## config.mk

```make
export PLATFORM = sky130hd
export DESIGN_NAME = line_clear_engine_flat
export DESIGN_NICKNAME = d
export VERILOG_FILES = /design/src/rtl/line_clear_engine_pkg.sv /design/src/rtl/line_clear_engine_if.sv /design/src/rtl/line_clear_engine_row_shift.sv /design/src/rtl/line_clear_engine.sv /design/src/flat_wrapper.sv
export SDC_FILE = /design/constraint.sdc
export NUM_CORES = 1
export LEC_CHECK = 0
export BUFFER_PORTS_ARGS = -buffer_cell sky130_fd_sc_hd__buf_2
export CAP_MARGIN = 20
export CELL_PAD_IN_SITES_DETAIL_PLACEMENT = 0
export CELL_PAD_IN_SITES_GLOBAL_PLACEMENT = 1
export CORE_UTILIZATION = 47
export CTS_CLUSTER_SIZE = 24
export DETAILED_ROUTE_END_ITERATION = 16
export PLACE_DENSITY_LB_ADDON = 0.1
export SETUP_SLACK_MARGIN = 0.02
export SLEW_MARGIN = 20
export SYNTH_ARGS = -nofsm -noshare
export SYNTH_HDL_FRONTEND = slang
export SYNTH_SLANG_ARGS = --single-unit
export TNS_END_PERCENT = 10
```

## constraint.sdc

```tcl
create_clock -name clk -period 22.9 [get_ports clk]
set_input_delay 3.435 -clock clk [delete_from_list [all_inputs] [get_ports clk]]
set_output_delay 3.435 -clock clk [all_outputs]
set_load 0.01 [all_outputs]
```

## src/rtl/line_clear_engine_pkg.sv

```systemverilog
// Shared grid geometry, types and arithmetic helpers for the line-clear engine.
package line_clear_engine_pkg;

    localparam int unsigned GRID_ROWS = 22;
    localparam int unsigned PLAY_ROWS = 20;
    localparam int unsigned GRID_COLS = 10;
    localparam int unsigned ROW_W     = 5;
    localparam int unsigned TOTAL_W   = 10;

    typedef logic [GRID_ROWS-1:0][GRID_COLS-1:0] grid_t;

    typedef enum logic [1:0] {LC_IDLE, LC_SCAN, LC_DONE} lc_state_t;

    // Saturating accumulate of cleared lines; never wraps past all-ones.
    function automatic logic [TOTAL_W-1:0] sat_add(input logic [TOTAL_W-1:0] a,
                                                   input logic [ROW_W-1:0]   b);
        logic [TOTAL_W:0] s;
        s = {1'b0, a} + {{(TOTAL_W-ROW_W+1){1'b0}}, b};
        return s[TOTAL_W] ? '1 : s[TOTAL_W-1:0];
    endfunction

endpackage

```

## src/rtl/line_clear_engine_if.sv

```systemverilog
// Request/result bundle between the game FSM (master) and the line-clear engine (slave).
interface line_clear_engine_if;
    import line_clear_engine_pkg::*;

    logic                 start_i;
    grid_t                grid_i;
    logic                 busy_o;
    logic                 done_o;
    grid_t                grid_o;
    logic [ROW_W-1:0]     lines_o;
    logic [TOTAL_W-1:0]   total_lines_o;

    modport master (
        output start_i, grid_i,
        input  busy_o, done_o, grid_o, lines_o, total_lines_o
    );

    modport slave (
        input  start_i, grid_i,
        output busy_o, done_o, grid_o, lines_o, total_lines_o
    );

endinterface

```

## src/rtl/line_clear_engine_row_shift.sv

```systemverilog
// Combinational row delete: removes row_i and drops every row above it by one.
module lc_row_shift
    import line_clear_engine_pkg::*;
(
    input  grid_t            grid_i,
    input  logic [ROW_W-1:0] row_i,
    output grid_t            grid_o
);

    always_comb begin
        grid_o    = grid_i;
        grid_o[0] = '0;
        for (int unsigned k = 1; k < GRID_ROWS; k++) begin
            if (k <= 32'(row_i)) begin
                grid_o[k] = grid_i[k-1];
            end
        end
    end

endmodule

```

## src/rtl/line_clear_engine.sv

```systemverilog
// Bottom-up scan that deletes full rows one per cycle and publishes the compacted grid.
module line_clear_engine
    import line_clear_engine_pkg::*;
(
    input logic               clk,
    input logic               reset,
    line_clear_engine_if.slave bus
);

    lc_state_t        state, state_next;
    grid_t            work, work_shifted, grid_masked;
    logic [ROW_W-1:0] r, n;
    logic             row_full;

    assign row_full    = &work[r];
    assign bus.busy_o  = (state != LC_IDLE);
    assign bus.done_o  = (state == LC_DONE);

    lc_row_shift u_row_shift (
        .grid_i (work),
        .row_i  (r),
        .grid_o (work_shifted)
    );

    always_comb begin
        grid_masked = bus.grid_i;
        for (int unsigned k = PLAY_ROWS; k < GRID_ROWS; k++) begin
            grid_masked[k] = '0;
        end
    end

    always_ff @(posedge clk or posedge reset) begin
        if (reset) state <= LC_IDLE;
        else       state <= state_next;
    end

    always_comb begin
        state_next = state;
        case (state)
            LC_IDLE: if (bus.start_i) state_next = LC_SCAN;
            LC_SCAN: if (!row_full && r == '0) state_next = LC_DONE;
            LC_DONE: state_next = LC_IDLE;
            default: state_next = LC_IDLE;
        endcase
    end

    // A full row keeps r in place so the row dropped into it is re-checked next cycle.
    always_ff @(posedge clk or posedge reset) begin
        if (reset) begin
            work              <= '0;
            r                 <= '0;
            n                 <= '0;
            bus.grid_o        <= '0;
            bus.lines_o       <= '0;
            bus.total_lines_o <= '0;
        end else begin
            case (state)
                LC_IDLE: begin
                    if (bus.start_i) begin
                        work <= grid_masked;
                        r    <= ROW_W'(PLAY_ROWS - 1);
                        n    <= '0;
                    end
                end
                LC_SCAN: begin
                    if (row_full) begin
                        work <= work_shifted;
                        n    <= n + 1'b1;
                    end else if (r == '0) begin
                        bus.grid_o        <= work;
                        bus.lines_o       <= n;
                        bus.total_lines_o <= sat_add(bus.total_lines_o, n);
                    end else begin
                        r <= r - 1'b1;
                    end
                end
                default: ;
            endcase
        end
    end

endmodule

```

## src/flat_wrapper.sv

```systemverilog
// flat-port wrapper written by rule: the top's interface ports become plain ports
module line_clear_engine_flat import line_clear_engine_pkg::*;
  (clk, reset, bus_start_i, bus_grid_i, bus_busy_o, bus_done_o, bus_grid_o, bus_lines_o, bus_total_lines_o);
  line_clear_engine_if bus_i ();
  input logic clk;
  input logic reset;
  input wire logic [$bits(bus_i.start_i)-1:0] bus_start_i;
  input wire logic [$bits(bus_i.grid_i)-1:0] bus_grid_i;
  output wire logic [$bits(bus_i.busy_o)-1:0] bus_busy_o;
  output wire logic [$bits(bus_i.done_o)-1:0] bus_done_o;
  output wire logic [$bits(bus_i.grid_o)-1:0] bus_grid_o;
  output wire logic [$bits(bus_i.lines_o)-1:0] bus_lines_o;
  output wire logic [$bits(bus_i.total_lines_o)-1:0] bus_total_lines_o;
  assign bus_i.start_i = bus_start_i;
  assign bus_i.grid_i = bus_grid_i;
  assign bus_busy_o = bus_i.busy_o;
  assign bus_done_o = bus_i.done_o;
  assign bus_grid_o = bus_i.grid_o;
  assign bus_lines_o = bus_i.lines_o;
  assign bus_total_lines_o = bus_i.total_lines_o;
  line_clear_engine u_core (.clk(clk), .reset(reset), .bus(bus_i));
endmodule
```

==> flow_summary.json <==
{
  "status": "finished clean",
  "mappedNetlistArea_um2": 23800,
  "wl_um": 74900,
  "finalCritPeriodShare_pct": 30.4,
  "synth-seq-area-share_pct": 49.1,
  "start_util_pct": 47.5,
  "path_max_fanout": 131,
  "ys.flop_type": "dfrtp_1",
  "synth_edf_count": 0,
  "switching_share_pct": 42.0,
  "drv_slew": 0,
  "syn2layout_area_growth_pct": 17.9,
  "numCtsBuffers": 51,
  "cts_setup_buffers": 0,
  "die_area_um2": 51500,
  "timing.fmax_mhz": 143,
  "h-tree-depth": 2,
  "dr.pass1.iters": 5,
  "synth_warnings": 0,
  "hp-class": "flop to flop",
  "post_cts_resized": 0,
  "fp.dieW_um": 227,
  "grt_overflow_total": 0,
  "viasPerCell": 5.63,
  "first_global_vias": 18325,
  "async_reset_ff_share_pct": 100,
  "top_usage_layer": "met2",
  "cts_hold_buffers": 0,
  "cts_tree": "yes",
  "synth_nets": 2407,
  "tightest_slew_ps": 1130,
  "ios": 460,
  "row_count": 82,
  "vdd_ir_drop_max_mv": 0.0954,
  "dp_hpwl_um": 52400,
  "ys_ff_latch": 467,
  "pwr-share-comb_pct": 44.9,
  "maxSlewHeadroom_pct": 24.6,
  "grt_usage_pct": 29.0,
  "core_um2": 50100,
  "ant_nets": 0,
  "numPortBuffers": 439,
  "finalSetupViolations": 0,
  "p_leak_nw": 13.6,
  "drive_gt1_share_pct": 29.0,
  "die_height_um": 227,
  "rsz0062_at_grt": "no",
  "critPathKind": "input port to asynchronous set/reset pin",
  "met3_usage_pct": 6.30,
  "syn_area_per_cell_um2": 11.0,
  "p_switching_w": 0.00178,
  "clock_power_share_pct": 19.5,
  "utilization_pct": 56.1,
  "worstSetupStartpointType": "input port",
  "clkSlewWorstSetupHoldPaths_ps": 60,
  "grt_max_degree": 144,
  "drt_iter0_markers": 1353,
  "wl_per_cell_um": 22.9,
  "fin_worst_skew_ps": 19.0,
  "grt_pass1_wl_um": 113000,
  "netlist_instances": 2172,
  "power_frac_seq_pct": 35.5,
  "crit_path_end_kind": "asynchronous set/reset pin",
  "vias": 18413,
  "p_int_w": 0.00246,
  "met2_usage_pct": 45.2,
  "ctsRootBufferMaster": "clkbuf_16",
  "powerDensity_nw_per_um2": 151,
  "finalPower_w": 0.00424,
  "synth_cell_types": 61,
  "worst-endpoint-required_ps": 23510,
  "nFillCells": 4563,
  "nets": 2784,
  "route.detailed.drc": 0,
  "insertion_delay_ps": 600,
  "cp.arrival_ps": 7580,
  "final.setup.tns_ps": 0,
  "cts_num_sinks": 467,
  "globalplace.congestion": 0.878,
  "maxCapViolCount": 0,
  "clk_path_buf_depth": 3,
  "hold_viol_final": 0,
  "grtUsageMet1_pct": 39.9,
  "antenna_found_initial": 19,
  "period_needed_ps": 6970
}
worst paths after layout:
kind	start	end	slack, ps	cells past startpoint
max in group clk	u_core.r[0]	u_core.bus.grid_o[9]	17430	11
setup reg to reg	u_core.r[0]	u_core.bus.grid_o[9]	17430	11
setup / recovery	reset	u_core.work[199]	15930	6
hold reg to reg	u_core.bus.grid_o[107]	u_core.bus.grid_o[107]	480	1
min in group asynchronous	reset	u_core.work[26]	2990	2
hold / removal	u_core.bus.grid_o[107]	u_core.bus.grid_o[107]	480	1
kinds of logic after synthesis:
logic type                 count (synthesis)  share of synthesized area, %
adders and majority gates                 12                         0.662
AOI/OAI and AO/OA                        236                          6.90
and+or+nand+nor                          681                          12.2
DFF                                      467                          49.1
xor gates and xnor gates                   2                        0.0736
buffers and inverters                    180                          3.89
muxes                                    594                          27.2
sequential cells by signal (all words and copies together) (netlist names):
name and cells:
u_core.bus.grid_o 220, u_core.work 220, u_core.bus.total_lines_o 10, u_core.bus.lines_o 5
u_core.n 5, u_core.r 5, u_core.state 2
cells in the final DEF (no fill, tap or decap), drive strengths merged, types with 7 or more instances in the layout:
cell type,instances
ha,11
inv,39
a22oi,8
nor3,9
and2,63
dfrtp,467
o21ai,43
clkbuf,84
mux2,353
nand2,465
nor2,98
a21oi,28
a211oi,7
clkinv,8
mux2i,234
a221oi,10
nand2b,12
diode,9
nor2b,9
o22ai,38
mux4,7
buf,464
a31o,11
o211ai,68
power by group through the flow:
stage | registers, W | clock network [W] | logic [W]
after CTS | 0.00150 | 0.000841 | 0.00191
after global routing | 0.00155 | 0.000871 | 0.00209
after global placement | 0.00150 | 0 | 0.00186
final | 0.00151 | 0.000829 | 0.00190
after floorplan | 0.00146 | 0 | 0.00126
after detailed placement | 0.00151 | 0 | 0.00190
critical path, stage by stage:
cell and delay (ps):
buf_2 130, inv_8 550, buf_4 880, buf_4 860
buf_4 700, buf_4 760
per-layer routing:
metal / wire [um] / part of all wire (%) / up-vias
met3: 5130 / 6.9 / 131
met2: 34600 / 46 / 578
met5: 148 / 0.20 / -
li1: - / - / 8343
met1: 32700 / 44 / 9339
met4: 2370 / 3.2 / 22
per-stage QoR:
step           hold WS [ps]  setup slack, ps  instances  cell area [um^2]
5_1_grt                 487            15190       3267             28100
4_1_cts                 482            15660       3261             28000
6_report                477            15930       3270             28100
3_5_place_dp            469            15020       3168             26400
3_3_place_gp            462            15100       3167             26300
2_1_floorplan           454             6440       2172             23800
area by class of cell:
| cell class | instances | area, um^2 | share of cell area, % |
|---|---|---|---|
| tap | 672 | 841 | 3.00 |
| clock buffer | 84 | 1570 | 5.60 |
| timing repair buffer | 464 | 2420 | 8.63 |
| sequential | 467 | 11700 | 41.6 |
| multi-input combinational | 1525 | 11300 | 40.1 |
| antenna | 9 | 22.5 | 0.0802 |
| inverter | 40 | 158 | 0.562 |
| clock inverter | 9 | 95.1 | 0.339 |
synth_stat cells, types with 8 or more instances:
cell	count	area share, %
nand2_1	463	7.3
inv_1	39	0.62
nand2b_1	12	0.32
a31o_2	11	0.40
mux2i_1	234	9.8
and2_1	63	1.7
buf_4	15	0.47
ha_1	11	0.58
dfrtp_1	467	49
buf_2	23	0.48
a21oi_1	22	0.46
a22oi_1	8	0.25
buf_6	22	1.0
mux2_1	190	9.0
mux2_2	163	7.7
a221oi_1	10	0.37
o211ai_1	67	2.1
nor2_1	96	1.5
nor3_1	9	0.19
nor2b_1	9	0.24
clkbuf_1	70	1.1
o22ai_1	37	0.97
o21ai_0	38	0.80
buf_1	10	0.16
No activity file was read; power rests on OpenSTA's default activity.
